--- src/rtl/fwd_hazard_ctrl.sv ---
// fwd_hazard_ctrl: operand-forwarding select and load-use stall control for
// the EX stage. A 3-entry shadow pipeline (E, M, W) mirrors the destination
// and write/load flags of the instructions downstream of ID.
// Optional feature macro: FWD_POSTWB_EN (W entry also forwards, select 11).

// Per-operand priority encoder: picks the most recent producer.
module fwd_sel_lane (
  input  logic       use_i,
  input  logic [2:0] hit_i,   // [0]=E, [1]=M, [2]=W produces the operand
  output logic [1:0] sel_o
);
  // most-recent producer wins; an unused operand always reads the regfile
  always_comb begin
    sel_o = 2'b00;
    if (use_i) begin
      if (hit_i[0])      sel_o = 2'b01;
      else if (hit_i[1]) sel_o = 2'b10;
      else if (hit_i[2]) sel_o = 2'b11;
    end
  end
endmodule

module fwd_hazard_ctrl #(
  parameter int REG_ADDR_WIDTH  = 5,
  parameter int STALL_CNT_WIDTH = 16
) (
  input  logic                       i_clock,
  input  logic                       i_reset_n,
  input  logic                       i_valid,
  input  logic [REG_ADDR_WIDTH-1:0]  i_rs,
  input  logic [REG_ADDR_WIDTH-1:0]  i_rt,
  input  logic                       i_uses_rs,
  input  logic                       i_uses_rt,
  input  logic [REG_ADDR_WIDTH-1:0]  i_dst,
  input  logic                       i_regwrite,
  input  logic                       i_memread,
  input  logic                       i_freeze,
  input  logic                       i_flush,
  output logic [1:0]                 o_sel_a,
  output logic [1:0]                 o_sel_b,
  output logic                       o_stall,
  output logic [STALL_CNT_WIDTH-1:0] o_stall_count
);
  localparam int NUM_OPS = 2;   // operand A (rs), operand B (rt)
  localparam int STAGES  = 3;   // 0=E, 1=M, 2=W

  typedef struct packed {
    logic                      vld;
    logic [REG_ADDR_WIDTH-1:0] dst;
    logic                      rw;
    logic                      mr;
  } ent_t;

  ent_t [STAGES-1:0]                       ent_q, ent_d;
  logic [NUM_OPS-1:0][REG_ADDR_WIDTH-1:0]  src;
  logic [NUM_OPS-1:0]                      uses;
  logic [NUM_OPS-1:0][STAGES-1:0]          hit;
  logic [NUM_OPS-1:0]                      ld_hit;
  logic [NUM_OPS-1:0][1:0]                 lane_sel, sel_d, sel_q;
  logic [STALL_CNT_WIDTH-1:0]              cnt_q, cnt_d;
  logic                                    stall, enter;
  logic                                    w_unused;

  assign src  = {i_rt, i_rs};
  assign uses = {i_uses_rt, i_uses_rs};

  // producer match per operand per stage; r0 never matches
  for (genvar o = 0; o < NUM_OPS; o++) begin : g_op
    for (genvar s = 0; s < STAGES; s++) begin : g_st
      if (s == STAGES-1) begin : g_w
`ifdef FWD_POSTWB_EN
        assign hit[o][s] = ent_q[s].vld & ent_q[s].rw &
                           (ent_q[s].dst == src[o]) & (src[o] != '0);
`else
        // write-before-read regfile already holds the W result
        assign hit[o][s] = 1'b0;
`endif
      end else begin : g_em
        assign hit[o][s] = ent_q[s].vld & ent_q[s].rw &
                           (ent_q[s].dst == src[o]) & (src[o] != '0);
      end
    end
    assign ld_hit[o] = uses[o] & (src[o] == ent_q[0].dst);

    fwd_sel_lane u_lane (
      .use_i (uses[o]),
      .hit_i (hit[o]),
      .sel_o (lane_sel[o])
    );
  end

  // load in E feeding the ID instruction needs one bubble; flush overrides
  assign stall = i_valid & ~i_flush & ent_q[0].vld & ent_q[0].mr & ent_q[0].rw &
                 (ent_q[0].dst != '0) & (|ld_hit);
  assign enter = i_valid & ~stall & ~i_flush;

  // next-state for shadow pipe, selects and saturating stall counter
  always_comb begin
    ent_d    = {ent_q[1], ent_q[0], ent_t'('0)};
    sel_d    = '0;
    cnt_d    = cnt_q;
    if (enter) begin
      ent_d[0] = '{vld: 1'b1, dst: i_dst, rw: i_regwrite, mr: i_memread};
      sel_d    = lane_sel;
    end
    if (stall && !(&cnt_q)) cnt_d = cnt_q + 1'b1;
  end

  // state advances on every non-frozen edge
  always_ff @(posedge i_clock or negedge i_reset_n) begin
    if (!i_reset_n) begin
      ent_q <= '0;
      sel_q <= '0;
      cnt_q <= '0;
    end else if (!i_freeze) begin
      ent_q <= ent_d;
      sel_q <= sel_d;
      cnt_q <= cnt_d;
    end
  end

  // load flags of M/W and, in some builds, all of W are never consumed
  assign w_unused = ^{ent_q[2], ent_q[1].mr};

  assign o_sel_a       = sel_q[0];
  assign o_sel_b       = sel_q[1];
  assign o_stall       = stall;
  assign o_stall_count = cnt_q;
endmodule

--- config.mk ---
export PLATFORM = sky130hd
export DESIGN_NAME = fwd_hazard_ctrl
export DESIGN_NICKNAME = d
export VERILOG_FILES = /design/src/rtl/fwd_hazard_ctrl.sv
export SDC_FILE = /design/constraint.sdc
export NUM_CORES = 1
export LEC_CHECK = 0
export BUFFER_PORTS_ARGS = -buffer_cell sky130_fd_sc_hd__buf_4
export CAP_MARGIN = 25
export CORE_MARGIN = 1.5
export CORE_UTILIZATION = 47
export DETAILED_ROUTE_END_ITERATION = 8
export PLACE_DENSITY = 0.75
export SETUP_SLACK_MARGIN = 0.1
export SYNTH_ARGS = -nofsm -noshare
export SYNTH_HDL_FRONTEND = slang
export SYNTH_SLANG_ARGS = --single-unit
--- constraint.sdc ---
create_clock -name i_clock -period 1.9 [get_ports i_clock]
set_input_delay 0.19 -clock i_clock [delete_from_list [all_inputs] [get_ports i_clock]]
set_output_delay 0.19 -clock i_clock [all_outputs]
set_load 0.005 [all_outputs]
**Word-level counts from Yosys, hierarchy flattened**

Index checks and enable logic that the tools add are counted.
W data, S select, Z words.

- Logic and storage cells: 56
- Output and inout port bits: 21
- Register bits after elaboration: 35
- Bits of input ports: 24

- Eq/ne operators: 6
- Reduce and logical (&&, ||, !) cells: 8
- Add/sub/neg operators: 1
- Mux-type cells: 8
- Bitwise operators: 23

Operator list:

| cell | count |
|---|---|
| $eq A5 B5 Y1 | 6 |
| $and A1 B1 Y1 | 20 |
| $add A16 B1 Y16 const B | 1 |
| $reduce_and A16 Y1 | 1 |
| $reduce_bool A5 Y1 | 3 |
| $mux W2 | 6 |
| $mux W8 | 1 |
| $mux W4 | 1 |
| $not A1 Y1 | 3 |
| $reduce_and A2 Y1 | 1 |
| $reduce_or A2 Y1 | 1 |
| $logic_and A1 B1 Y1 | 1 |
| $logic_not A1 Y1 | 1 |

**Longest topological paths before layout**

- Depth in word-level cells: 11
- Depth in mapped cells: 8
- Mapped depth without buffers: 7

**By module**

From an unflattened synthesis, not the netlist that was laid out.

- Cells, all modules: 157
- Area total of the unflattened synthesis: 1820.5 µm²

By module, submodules not included:

| module | area an instance (µm²) | sequential area each (µm²) | instances | cells an instance |
|---|---|---|---|---|
| fwd_hazard_ctrl | 1770.4 | 875.8 | 1 | 149 |
| fwd_sel_lane | 25.0 | 0.0 | 2 | 4 |

**Worst setup path after synthesis**

No wires, ideal clock.

- Path kind: register -> register
- Start point: reg cnt_q[0] (netlist: o_stall_count[0])
- End point: reg cnt_q[1] (netlist: o_stall_count[1])
- Data required time: 1.775 ns
- Library setup time: 0.125 ns
- Clock period less this slack: 2.026 ns
- Data arrival time: 1.901 ns
- Buffers on the path: 1
- Stages on the path, launching flop included: 8
- Path slack: -0.126 ns
- Path through: dfrtp_1 > ha_1 > nand3_1 > nor3_1 > a41oi_1 > nand3b_4 > buf_6 > mux2_2

- Word-level cells in the longest chain between the ends: 4
- Elaborated cells between the ends (all ways): 5
- Classes of those cells: 1 x add/sub; 4 x reduce/logical

Ends and longest elaborated chain:

| what | line | source |
|---|---|---|
| start, declared | 60 | `logic [STALL_CNT_WIDTH-1:0] cnt_q, cnt_d;` |
| start signal, assigned | 118 | `cnt_q <= cnt_d;` |
| parallel branches: the longest is 4 deep, another holds $add A16 B1 Y16 | -- |  |

Parallel ways; which one is timed is not known.
A chain may end at the register's enable or synchronous reset.

**Final worst setup path**

- Start point: reg ent_q (netlist bit ent_d[10])
- End point: out o_stall

- Word-level cells in the longest chain between the ends: 4
- Elaborated cells between the ends (all ways): 8
- Classes of those cells: 2 x eq/ne; 4 x bitwise; 2 x reduce/logical

Ends and longest elaborated chain:

| what | line | source |
|---|---|---|
| start, declared | 54 | `ent_t [STAGES-1:0] ent_q, ent_d;` |
| start signal, assigned | 116 | `ent_q <= ent_d;` |
| $eq A5 B5 Y1 | 83 | `assign ld_hit[o] = uses[o] & (src[o] == ent_q[0].dst);` |
| $and A1 B1 Y1 | 83 |  |
| $reduce_or A2 Y1 | 94 | `(ent_q[0].dst != '0) & (\|ld_hit);` |
| $and A1 B1 Y1 * | 94 |  |
| end, declared | 41 | `output logic o_stall,` |

Mark *: on every way between the ends. The rest lies on a longest branch, timed or not.

==> impl_summary.md <==
Critical path
STA puts the critical path data required time at 1.71 ns. The startpoint type of the worst setup path is a flip-flop. The critical path is of the flip-flop to output pin type.

STA classifies the critical path endpoint as an output pin. Of all nets on the critical path, the largest fanout is 4. Data arrives at the worst endpoint at 1.77 ns.

Power
The power density over the cells is 709 nW/µm². The post-layout total power is approximately 1.8 mW. The leakage component of the power is 1.22 nW.

The worst-case IR drop observed on VDD is between 0.0005 and 0.0006 V.

Floorplan
The number of placement rows is 22. The count of boundary I/O pins is between 40 and 50. The starting density of the core is 0.488.

In this run the horizontal extent of the chip is between 60 and 70 µm. The die covers approximately 4200 µm². The core area is between 3000 and 4000 µm². The die is around 65 µm tall.

Drt
Before antenna repair, the detailed router went through 4 iterations. The count of unresolved DRC violations after routing is 0. The detailed router placed ~1,500 vias in this run. The number of vias per cell after detailed routing is 5.41.

The final antenna-violating net count is 0. The routed wirelength normalized by instance count is ~16 µm. The overall routed net length is 4.27 mm.

For this block, the initial DRC count from the detailed router was 74.

Clock tree
After clock tree synthesis, the clock-pin slew on the worst setup and hold paths is ~0.07 ns. The root buffer cell chosen for the clock tree is clkbuf_8. The H-tree was split into 2 levels.

The number of clock sinks is 35. In this run, CTS created clock tree buffers numbering 5. The TritonCTS clock tree is yes. Clock latency on the worst-skew pair, taken at its later pin, is 0.29 ns. The longest clock path from root to sink contains 2 buffers.

STA
The smallest setup slack after layout is -0.0636 ns. The worst hold margin is about 0.12 ns. Setup repair after global routing could not meet its margin everywhere. Headroom to the max-slew limit came out at 0.653. The final cycle utilization of the critical path is 1.03. The highest attainable clock frequency is between 0.5 and 0.6 GHz. For the final routed database, the setup TNS stands at -0.108 ns. The setup clock skew after layout is 0.00531 ns. Setup violations remaining at the end of the flow were counted as 3. The number of hold violations in the final report is 0. The number of slew-limit violations in the final report is 0. The slew at the pin with the worst max-slew slack is 0.517 ns. The post-route minimum period is between 1.5 and 2 ns.

Layout
The number of antenna cells inserted is 0. The library cell used most frequently in the layout, excluding fill and tap cells, is buf_4. The fraction of layout cells with a size suffix above 1 is 0.408. In the layout the commonest cells are 54 x buf_4, 34 x dfrtp_1, 17 x xor2_1, 16 x xnor2_1, 14 x nand3_1.

The net total in the final layout is approximately 250. After the flow finishes, the layout carries non-filler instances totaling 271. The layout filler cell count is approximately 290. Compared with the post-synthesis result, the final layout area differs by 39.8%. The final cell utilization of the core is 0.682.

Placement
The HPWL after detailed placement is 3.11 mm. Buffers placed on the I/O ports in this run total 44. The final weighted congestion of routability-driven global placement is ~0.94. Once placement completed, the tool counted placed cells totaling about 260.

GRT
The first global-routing pass estimated slightly below 7 mm of wire. The initial antenna violation count came to 0. For this run, global-route usage on met2 was measured as 0.353. The met1 usage in global routing is 0.289. The most utilized layer in the global route result is met2. The number of global-route vias before repair was between 1,000 and 1,500. Global routing finished with a remaining overflow of 0. The combined global-route utilization of all metal layers is 0.220. The met3 layer usage reported by global route is 0.0469. Entering global routing, the biggest net connects 36 pins.

Synthesis
The post-synthesis cell type count is 30. After synthesis, the largest family of logic cells by area is simple AND/OR/NAND/NOR gates. The xor/xnor cell area share of the yosys netlist is 0.172.

Of the total synthesized cell area, the portion taken by AND, OR, NAND and NOR gates is 0.202. The number of nets handed over by synthesis was between 150 and 200. The share of the Yosys chip area taken by registers is 0.490. The count of synthesis-stage warnings from yosys is 0. After technology mapping, the gate count stands at roughly 160.

The average cell area after synthesis is roughly 11 µm². Of the total synthesized cell area, the portion taken by full adders, half adders and majority gates is 0.00700. Counting flops and latches in the post-synthesis netlist gives 35.

The synthesized area is roughly 1800 µm². The compound-cell area share of the yosys netlist came to 0.0658. The proportion of synthesized area in mux cells is 0.0504.

Outcome
The final reports fail on setup timing. The run finished, with violations left.

Worst hold path
The kind of path behind the tightest hold check is input pin to flip-flop.

Job
The total of max-cap violations is 0.
## per-layer routing
| metal | routed length, µm | part of all wire |
|---|---|---|
| met4 | 63 | 0.015 |
| met3 | 149 | 0.035 |
| met1 | 1920 | 0.45 |
| met5 | 0 | 0 |
| met2 | 2140 | 0.50 |
## cell usage after synthesis
library cell | number | area [µm²]
buf_6 | 1 | 11.3
inv_1 | 1 | 3.75
mux2_2 | 8 | 90.1
ha_1 | 1 | 12.5
a22o_1 | 8 | 70.1
nand2b_1 | 1 | 6.26
dfrtp_1 | 35 | 876
nand3b_4 | 1 | 20.0
nand4_1 | 3 | 18.8
o31ai_1 | 3 | 22.5
o22ai_1 | 1 | 6.26
xor2_1 | 17 | 149
a41oi_1 | 1 | 8.76
nor2_1 | 9 | 33.8
nand2_1 | 12 | 45.0
and3_1 | 4 | 25.0
nor3_2 | 3 | 30.0
and4_1 | 1 | 8.76
or4_1 | 3 | 22.5
or4b_4 | 1 | 13.8
nor2b_2 | 1 | 8.76
nor3_1 | 5 | 25.0
clkbuf_1 | 1 | 3.75
nor4b_1 | 1 | 8.76
or3_1 | 3 | 18.8
buf_1 | 1 | 3.75
nand3_1 | 14 | 70.1
nor4_1 | 1 | 6.26
xnor2_1 | 18 | 158
o21ai_0 | 2 | 10.0
## final cells by class
type,count,area (µm²),area share
clock buffer,6,72.6,0.0291
inverter,1,3.75,0.00150
multi-input combinational,122,986,0.395
tap,48,60.1,0.0240
timing repair buffer,57,438,0.175
clock inverter,2,60.1,0.0240
sequential,35,877,0.351
## kinds of logic (layout without fill, tap and decap cells)
kind of cell,after synthesis,count (layout)
and+or+nand+nor,63,63
buffers and inverters,4,66
xor gates and xnor gates,35,35
DFF,35,35
muxes,8,8
adders and majority gates,1,1
AOI/OAI and AO/OA,15,15
## registers in the layout, indices dropped and copies added (netlist names)
signal and flops:
o_stall_count 16, ent_d 15, o_sel_a 2, o_sel_b 2
## critical path: stages (launching register included)
cell	delay [ns]
dfrtp_2	0.42
or4_1	0.12
nor2_1	0.04
or4b_4	0.54
nor2b_4	0.16
buf_6	0.12
buf_6	0.08
## where the power goes
part,leakage [nW],switching [mW],internal [mW],total (mW)
Combinational,0.677,0.0898,0.101,0.191
Sequential,0.474,0.0221,0.767,0.789
Clock,0.0654,0.267,0.525,0.792
## worst paths after layout
path / startpoint / end / slack [ns] / cells past startpoint
worst max-delay path: ent_d[10] / o_stall / -0.06 / 6
worst min-delay path: i_memread / ent_d[8] / 0.12 / 2
worst max register to register: ent_d[10] / o_stall_count[15] / -0.03 / 6
worst min register to register: o_sel_a[1] / o_sel_a[1] / 0.48 / 2
max in group asynchronous: i_reset_n / ent_d[10] / 1.18 / 2
min in group asynchronous: i_reset_n / ent_d[18] / 0.40 / 2
## repair_timing
action | CTS | global route
endpoints found under the setup margin | 27 | 28
pin swaps | 4 | 3
resized for setup | 9 | 7
hold endpoints to repair | 35 | 0
hold buffers | 1 | 0
setup buffers | 3 | 1
## through the flow
| stage | setup slack, ns | area (µm²) |
|---|---|---|
| floorplan | 0.0545 | 1810 |
| global placement | -0.00587 | 2240 |
| detailed placement | -0.0510 | 2240 |
| CTS | -0.0398 | 2440 |
| global route | -0.123 | 2500 |
| finish | -0.0636 | 2500 |
No activity file was read; power rests on OpenSTA's default activity.
